`src/rtl/oled_i2c_target_pkg.sv`:
```
// Shared constants for the OLED I2C write-side target: FSM encoding, default
// bus address and the two control-byte values used by the OLED master.
package oled_i2c_target_pkg;

   typedef enum logic [2:0] {
      ST_IDLE     = 3'd0,
      ST_ADDR     = 3'd1,
      ST_ADDR_ACK = 3'd2,
      ST_REG      = 3'd3,
      ST_REG_ACK  = 3'd4,
      ST_DATA     = 3'd5,
      ST_DATA_ACK = 3'd6,
      ST_IGNORE   = 3'd7
   } state_t;

   localparam logic [6:0] DEFAULT_TARGET_ADDR = 7'h3C;
   localparam logic [7:0] CTRL_CMD            = 8'h00;
   localparam logic [7:0] CTRL_DATA           = 8'h40;

   function automatic logic isAddrHit(input logic [7:0] addrByte, input logic [6:0] target);
      return addrByte[7:1] == target;
   endfunction

endpackage

```
`src/rtl/oled_i2c_target_if.sv`:
```
// Bus-side and write-port signals of the OLED I2C target, grouped so the
// bench (master modport) and the target (slave modport) share one bundle.
interface oled_i2c_target_if;
   logic       scl_in;
   logic       sda_in;
   logic       sda_out;
   logic       sda_oen;
   logic       wr_en;
   logic [7:0] wr_reg_addr;
   logic [7:0] wr_data;
   logic       busy;
   logic       nack_read;

   modport slave (
      input  scl_in, sda_in,
      output sda_out, sda_oen, wr_en, wr_reg_addr, wr_data, busy, nack_read
   );

   modport master (
      output scl_in, sda_in,
      input  sda_out, sda_oen, wr_en, wr_reg_addr, wr_data, busy, nack_read
   );
endinterface

```
`src/rtl/oled_i2c_target_line_filter.sv`:
```
// Pad synchroniser plus glitch filter for one I2C line; emits the accepted
// level and single-cycle rise/fall pulses aligned with the level change.
module oled_i2c_target_line_filter #(
   parameter int SYNC_STAGES = 2,
   parameter int GLITCH_LEN  = 3
) (
   input  logic clk_i,
   input  logic rst_ni,
   input  logic pad_i,
   output logic level_o,
   output logic rise_o,
   output logic fall_o
);

   localparam int CW = $clog2(GLITCH_LEN + 1);

   logic [SYNC_STAGES-1:0] sync_q;
   logic [CW-1:0]          cnt_q, cnt_d;
   logic                   level_q, level_d;
   logic                   rise_q, fall_q;
   logic                   syncOut;

   assign syncOut = sync_q[SYNC_STAGES-1];

   // A new level is accepted only after GLITCH_LEN consecutive disagreeing samples.
   always_comb begin
      cnt_d   = '0;
      level_d = level_q;
      if (syncOut != level_q) begin
         if (cnt_q == CW'(GLITCH_LEN - 1)) begin
            level_d = syncOut;
         end else begin
            cnt_d = cnt_q + CW'(1);
         end
      end
   end

   always_ff @(posedge clk_i or negedge rst_ni) begin
      if (!rst_ni) begin
         sync_q  <= '1;
         cnt_q   <= '0;
         level_q <= 1'b1;
         rise_q  <= 1'b0;
         fall_q  <= 1'b0;
      end else begin
         sync_q  <= {sync_q[SYNC_STAGES-2:0], pad_i};
         cnt_q   <= cnt_d;
         level_q <= level_d;
         rise_q  <= level_d & ~level_q;
         fall_q  <= ~level_d & level_q;
      end
   end

   assign level_o = level_q;
   assign rise_o  = rise_q;
   assign fall_o  = fall_q;

endmodule

```
`src/rtl/oled_i2c_target.sv`:
```
// Write-only I2C target modelling the OLED controller: address, one register
// byte, then any number of data bytes delivered as one-cycle write strobes.
module oled_i2c_target
   import oled_i2c_target_pkg::*;
#(
   parameter logic [6:0] TARGET_ADDR = DEFAULT_TARGET_ADDR,
   parameter int         SYNC_STAGES = 2,
   parameter int         GLITCH_LEN  = 3
) (
   input  logic              clk_i,
   input  logic              rst_ni,
   oled_i2c_target_if.slave  bus
);

   logic       sclLevel, sclRise, sclFall;
   logic       sdaLevel, sdaRise, sdaFall;
   logic       startDet, stopDet;
   logic [7:0] byteNext_d;

   state_t     state_q;
   logic [2:0] bitCnt_q;
   logic [7:0] shift_q;
   logic       sdaOen_q, wrEn_q, busy_q, nackRead_q;
   logic [7:0] wrRegAddr_q, wrData_q;

   oled_i2c_target_line_filter #(.SYNC_STAGES(SYNC_STAGES), .GLITCH_LEN(GLITCH_LEN)) u_sclFilter (
      .clk_i(clk_i), .rst_ni(rst_ni), .pad_i(bus.scl_in),
      .level_o(sclLevel), .rise_o(sclRise), .fall_o(sclFall)
   );

   oled_i2c_target_line_filter #(.SYNC_STAGES(SYNC_STAGES), .GLITCH_LEN(GLITCH_LEN)) u_sdaFilter (
      .clk_i(clk_i), .rst_ni(rst_ni), .pad_i(bus.sda_in),
      .level_o(sdaLevel), .rise_o(sdaRise), .fall_o(sdaFall)
   );

   assign startDet   = sdaFall & sclLevel;
   assign stopDet    = sdaRise & sclLevel;
   assign byteNext_d = {shift_q[6:0], sdaLevel};

   // STOP and START outrank bit sampling; the 3-bit counter wraps to 0 when a byte completes.
   always_ff @(posedge clk_i or negedge rst_ni) begin
      if (!rst_ni) begin
         state_q     <= ST_IDLE;
         bitCnt_q    <= '0;
         shift_q     <= '0;
         sdaOen_q    <= 1'b1;
         wrEn_q      <= 1'b0;
         busy_q      <= 1'b0;
         nackRead_q  <= 1'b0;
         wrRegAddr_q <= '0;
         wrData_q    <= '0;
      end else begin
         wrEn_q     <= 1'b0;
         nackRead_q <= 1'b0;
         if (stopDet) begin
            state_q  <= ST_IDLE;
            busy_q   <= 1'b0;
            sdaOen_q <= 1'b1;
            bitCnt_q <= '0;
         end else if (startDet) begin
            state_q  <= ST_ADDR;
            sdaOen_q <= 1'b1;
            bitCnt_q <= '0;
         end else begin
            case (state_q)
               ST_ADDR, ST_REG, ST_DATA: begin
                  if (sclRise) begin
                     shift_q  <= byteNext_d;
                     bitCnt_q <= bitCnt_q + 3'd1;
                     if (bitCnt_q == 3'd7) begin
                        if (state_q == ST_ADDR) begin
                           if (!isAddrHit(byteNext_d, TARGET_ADDR)) begin
                              state_q <= ST_IGNORE;
                              busy_q  <= 1'b0;
                           end else if (byteNext_d[0]) begin
                              state_q    <= ST_IGNORE;
                              busy_q     <= 1'b0;
                              nackRead_q <= 1'b1;
                           end else begin
                              state_q <= ST_ADDR_ACK;
                              busy_q  <= 1'b1;
                           end
                        end else if (state_q == ST_REG) begin
                           wrRegAddr_q <= byteNext_d;
                           state_q     <= ST_REG_ACK;
                        end else begin
                           wrData_q <= byteNext_d;
                           wrEn_q   <= 1'b1;
                           state_q  <= ST_DATA_ACK;
                        end
                     end
                  end
               end
               // First SCL fall pulls SDA for the ACK clock, the second releases it.
               ST_ADDR_ACK, ST_REG_ACK, ST_DATA_ACK: begin
                  if (sclFall) begin
                     sdaOen_q <= ~sdaOen_q;
                     if (!sdaOen_q) begin
                        state_q <= (state_q == ST_ADDR_ACK) ? ST_REG : ST_DATA;
                     end
                  end
               end
               default: begin
               end
            endcase
         end
      end
   end

   assign bus.sda_out     = 1'b0;
   assign bus.sda_oen     = sdaOen_q;
   assign bus.wr_en       = wrEn_q;
   assign bus.wr_reg_addr = wrRegAddr_q;
   assign bus.wr_data     = wrData_q;
   assign bus.busy        = busy_q;
   assign bus.nack_read   = nackRead_q;

endmodule

```
`src/flat_wrapper.sv`:
```
// flat-port wrapper written by rule: the top's interface ports become plain ports
module oled_i2c_target_flat import oled_i2c_target_pkg::*;
#(
   parameter logic [6:0] TARGET_ADDR = DEFAULT_TARGET_ADDR,
   parameter int         SYNC_STAGES = 2,
   parameter int         GLITCH_LEN  = 3
)
  (clk_i, rst_ni, bus_scl_in, bus_sda_in, bus_sda_out, bus_sda_oen, bus_wr_en, bus_wr_reg_addr, bus_wr_data, bus_busy, bus_nack_read);
  oled_i2c_target_if bus_i ();
  input  logic clk_i;
  input  logic rst_ni;
  input wire logic [$bits(bus_i.scl_in)-1:0] bus_scl_in;
  input wire logic [$bits(bus_i.sda_in)-1:0] bus_sda_in;
  output wire logic [$bits(bus_i.sda_out)-1:0] bus_sda_out;
  output wire logic [$bits(bus_i.sda_oen)-1:0] bus_sda_oen;
  output wire logic [$bits(bus_i.wr_en)-1:0] bus_wr_en;
  output wire logic [$bits(bus_i.wr_reg_addr)-1:0] bus_wr_reg_addr;
  output wire logic [$bits(bus_i.wr_data)-1:0] bus_wr_data;
  output wire logic [$bits(bus_i.busy)-1:0] bus_busy;
  output wire logic [$bits(bus_i.nack_read)-1:0] bus_nack_read;
  assign bus_i.scl_in = bus_scl_in;
  assign bus_i.sda_in = bus_sda_in;
  assign bus_sda_out = bus_i.sda_out;
  assign bus_sda_oen = bus_i.sda_oen;
  assign bus_wr_en = bus_i.wr_en;
  assign bus_wr_reg_addr = bus_i.wr_reg_addr;
  assign bus_wr_data = bus_i.wr_data;
  assign bus_busy = bus_i.busy;
  assign bus_nack_read = bus_i.nack_read;
  oled_i2c_target #(.TARGET_ADDR(TARGET_ADDR), .SYNC_STAGES(SYNC_STAGES), .GLITCH_LEN(GLITCH_LEN)) u_core (.clk_i(clk_i), .rst_ni(rst_ni), .bus(bus_i));
endmodule
```
`config.mk`:
```
export PLATFORM = sky130hd
export DESIGN_NAME = oled_i2c_target_flat
export DESIGN_NICKNAME = d
export VERILOG_FILES = /design/src/rtl/oled_i2c_target_pkg.sv /design/src/rtl/oled_i2c_target_if.sv /design/src/rtl/oled_i2c_target_line_filter.sv /design/src/rtl/oled_i2c_target.sv /design/src/flat_wrapper.sv
export SDC_FILE = /design/constraint.sdc
export NUM_CORES = 1
export LEC_CHECK = 0
export BUFFER_PORTS_ARGS = -buffer_cell sky130_fd_sc_hd__buf_2
export CELL_PAD_IN_SITES_DETAIL_PLACEMENT = 0
export CELL_PAD_IN_SITES_GLOBAL_PLACEMENT = 1
export CORE_UTILIZATION = 40
export DETAILED_ROUTE_END_ITERATION = 8
export PLACE_DENSITY_LB_ADDON = 0.1
export SYNTH_ARGS = -nofsm -noshare
export SYNTH_HDL_FRONTEND = slang
export SYNTH_SLANG_ARGS = --single-unit
```
`constraint.sdc`:
```
create_clock -name clk_i -period 3.4 [get_ports clk_i]
set_input_delay 0.34 -clock clk_i [delete_from_list [all_inputs] [get_ports clk_i]]
set_output_delay 0.34 -clock clk_i [all_outputs]
set_load 0.005 [all_outputs]
```
==> flow_summary.yaml <==
outcome:
  status: "completed"
timing:
  grt_setup_unrepaired: "no"
  fin_crit_sh: 0.620
  min_period_ps: 2110
  fin_setup_tns_ps: 0
  worst_slew_pin_slew_ps: 1010
  final-max-slew-violation-count: 0
  hold_violations: 0
  relSlewSlack: 0.328
  holdWs_ps: 146
  setup_viol: 0
  skew_ps: 10.4
  fmax_mhz: 474
drt:
  postRouteAntennaNets: 0
  wl_per_cell_um: 13.7
  routed_wl_um: 3210
  drt_first_pass_iters: 4
  vias: 1151
  drc: 0
  vias_per_cell: 4.90
  first_iter_violations: 48
setup_path:
  r2r_setup_slack_ps: 1290
  crit_type: "flip-flop to flip-flop"
  reg2reg_to: "u_core.bus.wr_data[7]"
  crit_path_frequent_cell: "ha_1"
  worst_r2r_path_depth: 5
  worstPathArrival_ps: 2290
  required_ps: 3580
  slowest_delay_ps: 680
  r2r-start: "u_core.bitCnt_q[1]"
  crit_chain: "ha_1 > ha_1 > nand4_4 > nor3b_2 > mux2_2"
  worst_path_max_delay_cell: "nor3b_2"
  critPathCaptureType: "flip-flop"
  cp-start-kind: "flip-flop"
  cp_max_fo: 9
cts:
  holdBufCountCts: 0
  tritoncts.num_buffers: 5
  cts_setup_buffers: 0
  ctsRootBufferMaster: "clkbuf_8"
  clk_pin_slew_ps: 80
  cts_tree: "yes"
  htreeDepth: 2
  clk_latency_ps: 290
  cts_sinks: 47
  clk_path_buf_depth: 2
  ctsResizeCount: 0
grt:
  grt_use_total: 0.141
  antenna_found_initial: 0
  grt_pass1_vias: 1118
  grt_overflow: 0
  grt_max_degree: 48
  grt_pass1_wl_um: 5460
pwr:
  p_leak_nw: 1.10
  swShare: 0.291
  powerDensity_mw_per_mm2: 635
  internal_power_w: 0.00100
  p_sw_w: 0.000411
  power_w: 0.00141
  peakVddDrop_v: 0.000381
  clkPwrFrac: 0.279
  p_seq_frac: 0.538
  combPwrFrac: 0.184
placement:
  dp_hpwl_um: 2250
  placed_cells: 227
  port_buffers: 23
  gp_congestion: 0.729
yosys:
  ys_ff_latch: 47
  ys_seq_area_frac: 0.606
  synthesis.area_mm2: 0.00196
  syn_area_per_cell_um2: 13.8
  yosys_warnings: 0
  syn_inst: 142
  synthesis.nets: 148
  synthDistinctLibCells: 42
final_layout:
  nNetsFinal: 173
  utilization: 0.471
  stdcell_count: 235
  num_antenna_cells: 0
  area_growth_pct: 13.8
  layout_common_cells: "dfrtp_1, mux2_2, buf_2, nor2_1, dfstp_2"
  layout_commonest_cell: "dfrtp_1"
  drive_above_1_share: 0.411
  fillCellCount: 432
floorplan:
  die_y_um: 71.9
  coreArea_mm2: 0.00472
  pin_count: 25
  dieArea_mm2: 0.00517
  initial_core_util: 0.414
  row_count: 25
  die_x_um: 71.9
run:
  maxCapViolations: 0
min_path:
  holdPathEnd: "u_core.u_sclFilter.sync_q[0]"
  hold_path_class: "input port to flip-flop"
  worstHoldStart: "bus_scl_in"
  min_path_cells: 1
==> state kept, by name, summed over array words and instances (netlist names), 3 cells and up <==
name                    cells
u_core.bus.wr_data          8
u_core.bitCnt_q             3
u_core.bus.wr_reg_addr      8
u_core.shift_q              7
u_core.state_q              3
==> worst max path at each step <==
stage	startpoint	end	slack, ps	cells after the start
final	u_core.bitCnt_q[1]	u_core.bus.wr_data[7]	1290	5
after global routing	u_core.bitCnt_q[1]	u_core.bus.wr_data[7]	1140	5
after global placement	u_core.bitCnt_q[0]	u_core.bus.wr_data[2]	1380	5
after CTS	u_core.bitCnt_q[1]	u_core.bus.wr_data[7]	1280	5
after detailed placement	u_core.bitCnt_q[1]	u_core.bus.wr_data[4]	1290	5
after floorplan	u_core.bitCnt_q[0]	u_core.bus.wr_data[0]	1790	6
==> through the flow <==
stage / worst slack (ps) / cell area (um^2)
5_1_grt: 1140 / 2230
4_1_cts: 1280 / 2230
2_1_floorplan: 1790 / 1960
3_5_place_dp: 1290 / 2120
6_report: 1290 / 2230
3_3_place_gp: 1380 / 2120
==> power by group through the flow <==
stage,clock network [W],logic [W],registers [W]
4_1_cts,0.000411,0.000263,0.000759
3_5_place_dp,0,0.000262,0.000771
6_report,0.000393,0.000260,0.000759
2_1_floorplan,0,0.000263,0.000713
3_3_place_gp,0,0.000255,0.000765
5_1_grt,0.000430,0.000296,0.000776
==> layer usage <==
layer | GRT usage | share of wire | vias to the layer above
li1 | - | - | 548
met1 | 0.193 | 0.47 | 575
met2 | 0.215 | 0.48 | 24
met3 | 0.0417 | 0.038 | 4
met4 | 0.0523 | 0.011 | 0
met5 | 0 | 0 | -
==> Yosys cell counts (all sizes together) <==
master | instances | area share
a211o | 1 | 0.0045
a21boi | 1 | 0.0038
a21oi | 5 | 0.015
a22o | 1 | 0.0045
a31oi | 1 | 0.0032
and2 | 1 | 0.0032
and3b | 1 | 0.0045
buf | 4 | 0.016
clkbuf | 1 | 0.0019
conb | 1 | 0.0019
dfrtp | 40 | 0.51
dfstp | 7 | 0.094
ha | 2 | 0.013
inv | 4 | 0.0077
mux2 | 27 | 0.16
mux2i | 2 | 0.010
nand2 | 6 | 0.012
nand2b | 2 | 0.0064
nand3 | 2 | 0.0051
nand4 | 2 | 0.014
nand4b | 1 | 0.0045
nor2 | 11 | 0.022
nor2b | 3 | 0.0096
nor3 | 2 | 0.011
nor3b | 2 | 0.010
nor4 | 1 | 0.0032
nor4b | 1 | 0.0045
nor4bb | 1 | 0.0051
o21ai | 3 | 0.013
o2bb2ai | 2 | 0.0090
o31ai | 1 | 0.0038
or3 | 1 | 0.0032
xnor2 | 2 | 0.0090
==> final cells by class <==
| type | count | area [um^2] | share of cell area |
|---|---|---|---|
| tap | 67 | 83.8 | 0.0377 |
| timing repair buffer | 23 | 115 | 0.0517 |
| clock inverter | 1 | 30.0 | 0.0135 |
| sequential | 47 | 1180 | 0.532 |
| multi-input combinational | 86 | 721 | 0.324 |
| inverter | 4 | 15.0 | 0.00675 |
| clock buffer | 7 | 76.3 | 0.0343 |
==> worst max-delay path, delay by kind of cell, from the launching register on <==
family,cells,cell delay [ps]
simple gates,2,830
flops,1,380
fa+ha+maj,2,380
mux,1,410
==> kinds of logic (layout without fill, tap and decap cells) <==
group	after synthesis	in the layout	share of synthesized area
flip-flops	47	47	0.606
AND/OR/NAND/NOR	37	37	0.118
other	1	1	0.00192
multiplexers	29	29	0.170
buffers and inverters	9	35	0.0256
adder cells (fa/ha/maj)	2	2	0.0128
XOR/XNOR	2	2	0.00896
AO/OA/AOI/OAI	15	15	0.0570
(Power assumes the default switching activity.)
